File: config.mk
export PLATFORM = sky130hd
export DESIGN_NAME = host_dma_scheduler
export DESIGN_NICKNAME = d
export VERILOG_FILES = /design/src/rtl/host_dma_pkg.sv /design/src/rtl/dma_watchdog.sv /design/src/rtl/host_dma_scheduler.sv
export SDC_FILE = /design/constraint.sdc
export NUM_CORES = 1
export LEC_CHECK = 0
export BUFFER_PORTS_ARGS = -buffer_cell sky130_fd_sc_hd__buf_2
export CORE_ASPECT_RATIO = 0.9
export CORE_MARGIN = 2
export CORE_UTILIZATION = 55
export DETAILED_ROUTE_END_ITERATION = 12
export PLACE_DENSITY = 0.78
export REMOVE_ABC_BUFFERS = 1
export SKIP_CTS_REPAIR_TIMING = 1
export SLEW_MARGIN = 20
export SYNTH_ARGS = -nofsm -noshare
export SYNTH_HDL_FRONTEND = slang
export SYNTH_SLANG_ARGS = --single-unit
File: constraint.sdc
create_clock -name clk -period 3.74 [get_ports clk]
set_input_delay 0.748 -clock clk [delete_from_list [all_inputs] [get_ports clk]]
set_output_delay 0.748 -clock clk [all_outputs]
set_load 0.1 [all_outputs]
File: src/rtl/host_dma_pkg.sv
// Shared types and default geometry for the host DMA scheduler and engine.
// Latency: n/a (package only).
// Backpressure: n/a (package only).
package host_dma_pkg;

    typedef enum logic [2:0] {
        IDLE    = 3'd0,
        LOAD_W  = 3'd1,
        WAIT_W  = 3'd2,
        START_B = 3'd3,
        RUN_B   = 3'd4,
        DONE    = 3'd5
    } state_t;

    // Default beat geometry; host_dma_engineer uses the same values.
    localparam int unsigned DEF_IN_BEATS_PER_IMAGE = 128;
    localparam int unsigned DEF_BEAT_BYTES         = 64;
    localparam int unsigned DEF_MAX_BATCH          = 16;

    // Size of a run of images in bytes (or beats when bytes_per_beat is 1).
    // Computed at 64 bits so callers can truncate to their address width.
    function automatic logic [63:0] span_bytes(input logic [31:0] count,
                                               input int unsigned beats,
                                               input int unsigned bytes_per_beat);
        return 64'(count) * 64'(beats) * 64'(bytes_per_beat);
    endfunction

endpackage

File: src/rtl/dma_watchdog.sv
// Idle-cycle watchdog: counts cycles spent waiting with no progress event.
// Latency: expired_o is combinational on the cycle the count reaches the limit.
// Backpressure: none; run_i low or clear_i high holds the counter at zero.
module dma_watchdog
    import host_dma_pkg::*;
#(
    parameter int unsigned TIMEOUT_CYCLES = 16777216
) (
    input  logic clk,
    input  logic rst_n,
    input  logic run_i,
    input  logic clear_i,
    output logic expired_o
);

    localparam int unsigned     CW     = (TIMEOUT_CYCLES < 2) ? 1 : $clog2(TIMEOUT_CYCLES);
    localparam bit              ENABLE = (TIMEOUT_CYCLES != 0);
    localparam logic [CW-1:0]   LIMIT  = CW'(TIMEOUT_CYCLES - 1);

    logic [CW-1:0] cnt_q;
    logic [CW-1:0] cnt_d;

    // Next count: zero whenever not waiting or progress was seen, saturate at the limit.
    always_comb begin
        cnt_d = cnt_q;
        if (!ENABLE || !run_i || clear_i) begin
            cnt_d = '0;
        end else if (cnt_q != LIMIT) begin
            cnt_d = cnt_q + CW'(1);
        end
    end

    // Counter register.
    always_ff @(posedge clk or negedge rst_n) begin
        if (!rst_n) begin
            cnt_q <= '0;
        end else begin
            cnt_q <= cnt_d;
        end
    end

    assign expired_o = ENABLE && run_i && !clear_i && (cnt_q == LIMIT);

endmodule

File: src/rtl/host_dma_scheduler.sv
// Job sequencer in front of host_dma_engineer: optional weight load, then batched model_start pulses.
// Latency: batch image_num/addresses are registered one cycle before each model_start; done pulses in DONE.
// Backpressure: cmd_ready only in IDLE; commands offered while busy are dropped, not queued.
module host_dma_scheduler
    import host_dma_pkg::*;
#(
    parameter int unsigned ADDR_WIDTH          = 32,
    parameter int unsigned BEAT_BYTES          = DEF_BEAT_BYTES,
    parameter int unsigned IN_BEATS_PER_IMAGE  = DEF_IN_BEATS_PER_IMAGE,
    parameter int unsigned OUT_BEATS_PER_IMAGE = 1,
    parameter int unsigned MAX_BATCH           = DEF_MAX_BATCH,
    parameter int unsigned TIMEOUT_CYCLES      = 16777216
) (
    input  logic                  clk,
    input  logic                  m_axi_aresetn,
    input  logic                  cmd_valid,
    output logic                  cmd_ready,
    input  logic                  cmd_reload_weights,
    input  logic [31:0]           cmd_image_num,
    input  logic [ADDR_WIDTH-1:0] cmd_weights_addr,
    input  logic [ADDR_WIDTH-1:0] cmd_src_addr,
    input  logic [ADDR_WIDTH-1:0] cmd_dst_addr,
    output logic                  load_weights,
    output logic                  model_start,
    output logic [31:0]           image_num,
    output logic [ADDR_WIDTH-1:0] host_weights_addr,
    output logic [ADDR_WIDTH-1:0] host_src_addr,
    output logic [ADDR_WIDTH-1:0] host_dst_addr,
    input  logic                  ddr_load_done,
    input  logic                  wr_resp_valid,
    output logic                  busy,
    output logic                  done,
    output logic                  error,
    output logic                  weights_loaded,
    output logic [31:0]           batches_done
);

    state_t                state_q;
    logic                  arm_q;            // START_B second cycle: outputs already set up
    logic [ADDR_WIDTH-1:0] src_q;            // source base of the next batch
    logic [ADDR_WIDTH-1:0] dst_q;            // destination base of the next batch
    logic [31:0]           remaining_q;      // images not yet completed
    logic [31:0]           resp_cnt_q;
    logic [31:0]           expected_q;
    logic [31:0]           image_num_q;
    logic [ADDR_WIDTH-1:0] weights_addr_q;
    logic [ADDR_WIDTH-1:0] host_src_q;
    logic [ADDR_WIDTH-1:0] host_dst_q;
    logic                  load_weights_q;
    logic                  model_start_q;
    logic                  done_q;
    logic                  error_q;
    logic                  weights_loaded_q;
    logic [31:0]           batches_done_q;

    logic [31:0]           batch_d;
    logic [31:0]           expected_d;
    logic [31:0]           resp_cnt_d;
    logic [ADDR_WIDTH-1:0] src_step_d;
    logic [ADDR_WIDTH-1:0] dst_step_d;
    logic                  batch_hit;
    logic                  last_batch;
    logic                  wd_run;
    logic                  wd_expired;

    // Batch sizing and per-batch address strides. image_num_q holds the
    // size of the batch in flight while in RUN_B.
    assign batch_d    = (remaining_q > 32'(MAX_BATCH)) ? 32'(MAX_BATCH) : remaining_q;
    assign expected_d = 32'(span_bytes(batch_d, OUT_BEATS_PER_IMAGE, 1));
    assign src_step_d = ADDR_WIDTH'(span_bytes(image_num_q, IN_BEATS_PER_IMAGE, BEAT_BYTES));
    assign dst_step_d = ADDR_WIDTH'(span_bytes(image_num_q, OUT_BEATS_PER_IMAGE, BEAT_BYTES));

    // A response landing on the cycle the count reaches expected still counts.
    assign resp_cnt_d = resp_cnt_q + {31'd0, wr_resp_valid};
    assign batch_hit  = (resp_cnt_d == expected_q);
    assign last_batch = (remaining_q == image_num_q);

    // The watchdog only runs in the two wait states and restarts on any progress.
    assign wd_run = (state_q == WAIT_W) || (state_q == RUN_B);

    dma_watchdog #(
        .TIMEOUT_CYCLES (TIMEOUT_CYCLES)
    ) u_watchdog (
        .clk       (clk),
        .rst_n     (m_axi_aresetn),
        .run_i     (wd_run),
        .clear_i   (ddr_load_done | wr_resp_valid),
        .expired_o (wd_expired)
    );

    // Job FSM with registered pulses, addresses and status.
    always_ff @(posedge clk or negedge m_axi_aresetn) begin
        if (!m_axi_aresetn) begin
            state_q          <= IDLE;
            arm_q            <= 1'b0;
            src_q            <= '0;
            dst_q            <= '0;
            remaining_q      <= '0;
            resp_cnt_q       <= '0;
            expected_q       <= '0;
            image_num_q      <= '0;
            weights_addr_q   <= '0;
            host_src_q       <= '0;
            host_dst_q       <= '0;
            load_weights_q   <= 1'b0;
            model_start_q    <= 1'b0;
            done_q           <= 1'b0;
            error_q          <= 1'b0;
            weights_loaded_q <= 1'b0;
            batches_done_q   <= '0;
        end else begin
            load_weights_q <= 1'b0;
            model_start_q  <= 1'b0;
            done_q         <= 1'b0;
            case (state_q)
                IDLE: begin
                    if (cmd_valid) begin
                        weights_addr_q <= cmd_weights_addr;
                        src_q          <= cmd_src_addr;
                        dst_q          <= cmd_dst_addr;
                        remaining_q    <= cmd_image_num;
                        error_q        <= 1'b0;
                        batches_done_q <= '0;
                        if (cmd_reload_weights || !weights_loaded_q) begin
                            state_q <= LOAD_W;
                        end else if (cmd_image_num != 32'd0) begin
                            state_q <= START_B;
                        end else begin
                            state_q <= DONE;
                            done_q  <= 1'b1;
                        end
                    end
                end
                LOAD_W: begin
                    weights_loaded_q <= 1'b0;
                    load_weights_q   <= 1'b1;
                    state_q          <= WAIT_W;
                end
                WAIT_W: begin
                    if (ddr_load_done) begin
                        weights_loaded_q <= 1'b1;
                        if (remaining_q != 32'd0) begin
                            state_q <= START_B;
                        end else begin
                            state_q <= DONE;
                            done_q  <= 1'b1;
                        end
                    end else if (wd_expired) begin
                        error_q <= 1'b1;
                        state_q <= DONE;
                        done_q  <= 1'b1;
                    end
                end
                START_B: begin
                    if (!arm_q) begin
                        // Present the batch to the engine a cycle ahead of the pulse.
                        image_num_q <= batch_d;
                        host_src_q  <= src_q;
                        host_dst_q  <= dst_q;
                        expected_q  <= expected_d;
                        arm_q       <= 1'b1;
                    end else begin
                        arm_q         <= 1'b0;
                        model_start_q <= 1'b1;
                        resp_cnt_q    <= '0;
                        state_q       <= RUN_B;
                    end
                end
                RUN_B: begin
                    resp_cnt_q <= resp_cnt_d;
                    if (batch_hit) begin
                        batches_done_q <= batches_done_q + 32'd1;
                        remaining_q    <= remaining_q - image_num_q;
                        src_q          <= src_q + src_step_d;
                        dst_q          <= dst_q + dst_step_d;
                        if (last_batch) begin
                            state_q <= DONE;
                            done_q  <= 1'b1;
                        end else begin
                            state_q <= START_B;
                        end
                    end else if (wd_expired) begin
                        error_q <= 1'b1;
                        state_q <= DONE;
                        done_q  <= 1'b1;
                    end
                end
                DONE: begin
                    state_q <= IDLE;
                end
                default: begin
                    state_q <= IDLE;
                end
            endcase
        end
    end

    // cmd_ready is gated by reset so every output reads 0 while reset is held.
    assign cmd_ready         = m_axi_aresetn && (state_q == IDLE);
    assign busy              = (state_q != IDLE);
    assign load_weights      = load_weights_q;
    assign model_start       = model_start_q;
    assign image_num         = image_num_q;
    assign host_weights_addr = weights_addr_q;
    assign host_src_addr     = host_src_q;
    assign host_dst_addr     = host_dst_q;
    assign done              = done_q;
    assign error             = error_q;
    assign weights_loaded    = weights_loaded_q;
    assign batches_done      = batches_done_q;

endmodule

# ---- Yosys cells after proc, flatten, opt, wreduce, memory -nomap -nowiden
# Index checks and enable logic that the tools add are counted.
dict set report totals {
  reg_bits 321
  inputBits 134
  out_inout_bits 167
  wordCells 112
}
dict set report op_classes {
  n_addsub 6
  order_cmp 1
  n_eq_ne 14
  muxes 47
  bitwise_logic 2
  reduce_logical 25
}
# cell count
set ops {}
lappend ops {{32-bit 2-to-1 mux} 10}
lappend ops {{32-bit one-hot mux with 2 select lines} 5}
lappend ops {{32-bit adder} 2}
lappend ops {{32-bit equality test} 2}
lappend ops {{32-bit nonzero test} 2}
lappend ops {{24-bit 2-to-1 mux} 2}
lappend ops {{32-bit by 1-bit adder with 32-bit output} 1}
lappend ops {{32-bit by 1-bit adder with 32-bit output (second input constant)} 1}
lappend ops {{32-bit by 5-bit greater-than comparator with 1-bit output (second input constant)} 1}
lappend ops {{32-bit subtractor} 1}
lappend ops {{3-bit 2-to-1 mux} 9}
lappend ops {{24-bit by 1-bit adder with 24-bit output (second input constant)} 1}
lappend ops {{24-bit equality test (second input constant)} 1}
lappend ops {{24-bit != test (second input constant)} 1}
lappend ops {{1-bit 2-to-1 mux} 17}
lappend ops {{3-bit one-hot mux with 5 select lines} 1}
lappend ops {{2-bit != test (second input constant)} 6}
lappend ops {{2-bit AND reduction} 5}
lappend ops {{2-bit nonzero test} 4}
lappend ops {{3-bit by 2-bit equality test with 1-bit output (second input constant)} 2}
lappend ops {{1-bit one-hot mux with 3 select lines} 2}
lappend ops {{3-bit nonzero test} 2}
lappend ops {{4-bit AND reduction} 1}
lappend ops {{3-bit by 1-bit equality test with 1-bit output (second input constant)} 1}
lappend ops {{9 further kinds} 15}

# ---- Longest topological paths before layout
dict set report logic_depth {
  depth_word 7
  depth_mapped 16
  ltp_nobuf 12
}

# ---- Hierarchy
# Synthesis repeated with hierarchy kept, for this count alone.
dict set report hier_totals {
  cells_unflattened 2199
  hier_area_um2 18660.4
}
# module instances cells_per_inst area_each_um2 seq_area_each_um2
set modules_own_cells {}
lappend modules_own_cells {host_dma_scheduler 1 2049 17294.1 7432.1}
lappend modules_own_cells {dma_watchdog 1 150 1366.3 600.6}

# ---- Worst setup path before layout
# No wires, ideal clock.
dict set report synth_path {
  kind {in2reg}
  startpoint {in wr_resp_valid}
  endpoint {reg dst_q[11]}
  setup_ps 125
  arrival_time_ps 3727
  required_ps 3615
  slack_ps -112
  stages 13
  path_buffers 3
  path_cell_list {ha_1 ha_1 and4_1 clkbuf_1 and4_1 buf_2 nand4_1 xnor2_1 o2111ai_1 a2111o_1 o21ai_1 buf_2 mux2_2}
}
dict set report synth_between {
  elab_chain_len 4
}
# item line_no
set synth_lines {}
lappend synth_lines {{from (decl)} host_dma_scheduler.sv:30} ;# input logic wr_resp_valid,
lappend synth_lines {{32-bit by 1-bit adder with 32-bit output} host_dma_scheduler.sv:74} ;# assign resp_cnt_d = resp_cnt_q + {31'd0, wr_resp_valid};
lappend synth_lines {{32-bit equality test} host_dma_scheduler.sv:75} ;# assign batch_hit = (resp_cnt_d == expected_q);
lappend synth_lines {{2-bit != test (no line)} n/a}
lappend synth_lines {{3-bit AND reduction (no line)} n/a}
lappend synth_lines {{to (signal assigned)} host_dma_scheduler.sv:120} ;# dst_q <= cmd_dst_addr;
lappend synth_lines {{to (signal assigned)} host_dma_scheduler.sv:175} ;# dst_q <= dst_q + dst_step_d;
lappend synth_lines {{to (decl)} host_dma_scheduler.sv:41} ;# logic [ADDR_WIDTH-1:0] dst_q;
# No other way between the ends.
# A chain may end at the register's enable or synchronous reset.

# ---- Final worst setup path
dict set report layout_path {
  startpoint {in wr_resp_valid}
  endpoint {reg batches_done_q[22] (netlist: batches_done[22])}
}
dict set report layout_between {
  elab_chain_len 4
}
# item line_no
set layout_lines {}
lappend layout_lines {{32-bit by 1-bit adder with 32-bit output} host_dma_scheduler.sv:74}
lappend layout_lines {{32-bit equality test} host_dma_scheduler.sv:75}
lappend layout_lines {{2-bit != test (no line)} n/a}
lappend layout_lines {{3-bit AND reduction (no line)} n/a}
lappend layout_lines {{to (signal assigned)} host_dma_scheduler.sv:172} ;# batches_done_q <= batches_done_q + 32'd1;
lappend layout_lines {{to (decl)} host_dma_scheduler.sv:54} ;# logic [31:0] batches_done_q;
# No other way between the ends.

==> flow_metrics.tcl <==
set metrics [dict create \
    status "complete, but fails checks" \
    violations "negative setup slack" \
    grt_pass1_vias 17400 \
    clk_latency_ps 550 \
    routed_wl_um 58500 \
    internal_power_uw 9160 \
    wl_per_cell_um 19.2 \
    reg2reg_to "batches_done[22]$_DFFE_PN0P_" \
    finalHoldViolCount 0 \
    crit_path_end_kind "register" \
    power_frac_clock_pct 19.1 \
    maxCapViolCount 0 \
    r2r_setup_slack_ps -20 \
    synth_compound_area_share_pct 17.2 \
    ff2ff_path_depth 11 \
    synth_ff_type "dfrtp_1" \
    finalSetupViolCount 4 \
    mostFrequentLayoutCells "nand2_1, dfrtp_1, buf_2, nor2_1, o21ai_0" \
    tritoncts "built" \
    synth_area_leader_cell "dfrtp_1" \
    hold_path.class "primary input to async pin" \
    switching_share_pct 51.0 \
    dr_total_vias 18200 \
    max_stage_delay_ps 570 \
    yosys_warnings 0 \
    critPathSlowestCell "or4_4" \
    p_switching_uw 9530 \
    synthTopCellsByArea "dfrtp_1, nand2_1, ha_1" \
    die_area_mm2 0.0360 \
    root_buffer "clkbuf_16" \
    rsz0062_at_grt "yes" \
    synth_mux_area_share_pct 1.57 \
    place.gp.congestion 0.973 \
    place_hpwl_um 41200 \
    core_mm2 0.0340 \
    port-buffer-count 300 \
    p_comb_share_pct 52.5 \
    route.detailed.drc 0 \
    cts.sinks 321 \
    grt_use_total_pct 31.8 \
    p_leak_uw 0.0111 \
    critPathMaxFanout 6 \
    synth_simple_gate_area_share_pct 24.5 \
    final_layout_size_suffix_gt1_share_pct 20.3 \
    synth_top_area_share_pct 42.4 \
    io_pins 301 \
    ys_async_sr_fraction_pct 100 \
    syn_area_per_cell_um2 8.45 \
    cp-start-kind "primary input" \
    relSlewSlack_pct 34.3 \
    grt_antenna_before_repair 6 \
    via_per_inst 5.97 \
    clk_pin_slew_ps 60 \
    crit_start "wr_resp_valid" \
    r2r_start "resp_cnt_q[7]$_DFFE_PN0P_" \
    slew_viol_final 0 \
    critPathArrivalTime_ps 4150 \
    ys_ff_latch 321 \
    grt_pass1_wl_um 91600 \
    crit_type "primary input to register" \
    overflow 0 \
    netlist_area_mm2 0.0190 \
    tightestPinTransition_ps 985 \
    p_seq_share_pct 28.4 \
    final_cells 3050 \
    cts-buffers-inserted 36 \
    crit_chain "buf_2, buf_4, ha_2, nand3_4, or4_4, or4_1, a32oi_2, o2111ai_2, a211oi_4, a31oi_4, clkbuf_16, buf_4, o31ai_2, a21oi_2" \
    ant_nets 0 \
    required_ps 4120 \
    crit_end "batches_done[22]$_DFFE_PN0P_" \
    synth_top_family_by_area "simple AND/OR/NAND/NOR gates" \
    synth_adder_area_share_pct 5.53 \
    htree_levels 2 \
    fp.dieW_um 200 \
    setup_tns_ps -67.0 \
    grt_start_max_net_pins 148 \
    vdd_drop_max_v 0.000634 \
    netlist_instances 2243 \
    synthXorXnorAreaFrac_pct 4.94 \
    synth.distinct_cells 77 \
    layout_commonest_cell "nand2_1" \
    die_h_um 180 \
    worst_slack_ps -31.6 \
    clk_path_buf_depth 3 \
    path_common_cell "buf_4" \
    synth-edff-count 0 \
    fmax_mhz 265 \
    ys_seq_area_share_pct 42.4 \
    post-route-min-period_ps 3770 \
    fin_nets 2772 \
    clock_skew_ps 17.9 \
    dr.pass1.iters 5 \
    area_growth_pct 20.8 \
    row_count 64 \
    p_per_area_mw_per_mm2 816 \
    initial_core_util_pct 55.8 \
    fin_crit_sh_pct 101 \
    dp.cells 2972 \
    drt_iter0_drc 1817 \
]
[final cells by class]
| type | instances | area, µm² |
|---|---|---|
| antenna | 6 | 15.0 |
| clock buffer | 51 | 1060 |
| clock inverter | 13 | 126 |
| fill | 2845 | 11000 |
| inverter | 68 | 255 |
| multi-input combinational | 1739 | 10500 |
| sequential | 321 | 8040 |
| tap | 462 | 578 |
| timing repair buffer | 390 | 2380 |
[state kept, by name, indices dropped and copies added (netlist names), 3 cells and up]
signal	flops
batches_done	32
dst_q	32
host_dst_addr	32
host_src_addr	32
host_weights_addr	32
image_num	32
remaining_q	32
resp_cnt_q	32
src_q	32
state_q	3
u_watchdog.cnt_q	24
[power by group through the flow]
stage	registers, µW	clock network, µW	logic (µW)
floorplan	8460	0	4070
global route	5430	3760	10500
finish	5310	3570	9810
global placement	5300	0	9260
detailed placement	5340	0	9490
CTS	5290	3610	9530
[Yosys cell counts (5+ instances only)]
cell,instances
nand2_1,513
dfrtp_1,321
nor2_1,157
o21ai_0,138
a21oi_1,127
clkbuf_1,83
ha_1,79
nand3_1,77
inv_1,68
xnor2_1,67
xor2_1,40
nor3_1,38
a21o_1,35
a31oi_1,33
nand4_1,33
o31ai_1,32
or3_1,29
nor4_1,25
and3_1,24
and2_1,23
mux2i_1,23
or4_1,19
buf_2,18
nand2b_1,18
a211oi_1,16
o41ai_1,16
and4_1,13
nor2b_1,12
o21a_1,12
nor3b_1,10
o211ai_1,10
o311ai_0,10
o31a_1,8
a211o_1,7
buf_1,7
o21bai_1,7
a21boi_0,6
mux2_2,6
o2111ai_1,6
a41oi_1,5
buf_4,5
nand3b_1,5
o211a_1,5
[critical path, delay by kind of cell]
kind	cells	cell delay (ps)
simple gates	3	1130
buf+inv	4	680
compound gates	6	1390
fa+ha+maj	1	200
[worst min-delay path by stage]
stage / from / endpoint / slack, ps / depth (start not counted)
3_3_place_gp: src_q[9]$_DFFE_PN0P_ / host_src_addr[9]$_DFFE_PN0P_ / 440 / 2
4_1_cts: m_axi_aresetn / host_weights_addr[14]$_DFFE_PN0P_ / 100 / 1
5_1_grt: m_axi_aresetn / host_weights_addr[0]$_DFFE_PN0P_ / 110 / 1
2_1_floorplan: dst_q[0]$_DFFE_PN0P_ / host_dst_addr[0]$_DFFE_PN0P_ / 440 / 2
6_report: m_axi_aresetn / host_weights_addr[25]$_DFFE_PN0P_ / 90 / 1
3_5_place_dp: dst_q[4]$_DFFE_PN0P_ / host_dst_addr[4]$_DFFE_PN0P_ / 460 / 2
[routing by layer]
layer | GRT usage [%] | wire length [µm]
met2 | 49.5 | 26600
met5 | 0 | 0
met1 | 44.8 | 25500
met3 | 4.29 | 4250
met4 | 13.3 | 2210
[cells by family after synthesis]
group	after synthesis
DFF	321
xor gates and xnor gates	107
muxes	29
buffers and inverters	183
and+or+nand+nor	1014
AOI/OAI and AO/OA	507
adders and majority gates	82
[through the flow]
stage	worst slack [ps]	instance area [µm²]	power [µW]	hold slack, ps	util [%]
finish	-31.6	22900	18700	90.5	67.5
global route	-149	22900	19700	111	67.5
CTS	-6.38	22500	18400	95.0	66.3
floorplan	-2220	18500	12500	439	-
global placement	-400	21300	14600	444	62.8
detailed placement	-502	21300	14800	455	62.8
No activity file was read; power rests on OpenSTA's default activity.
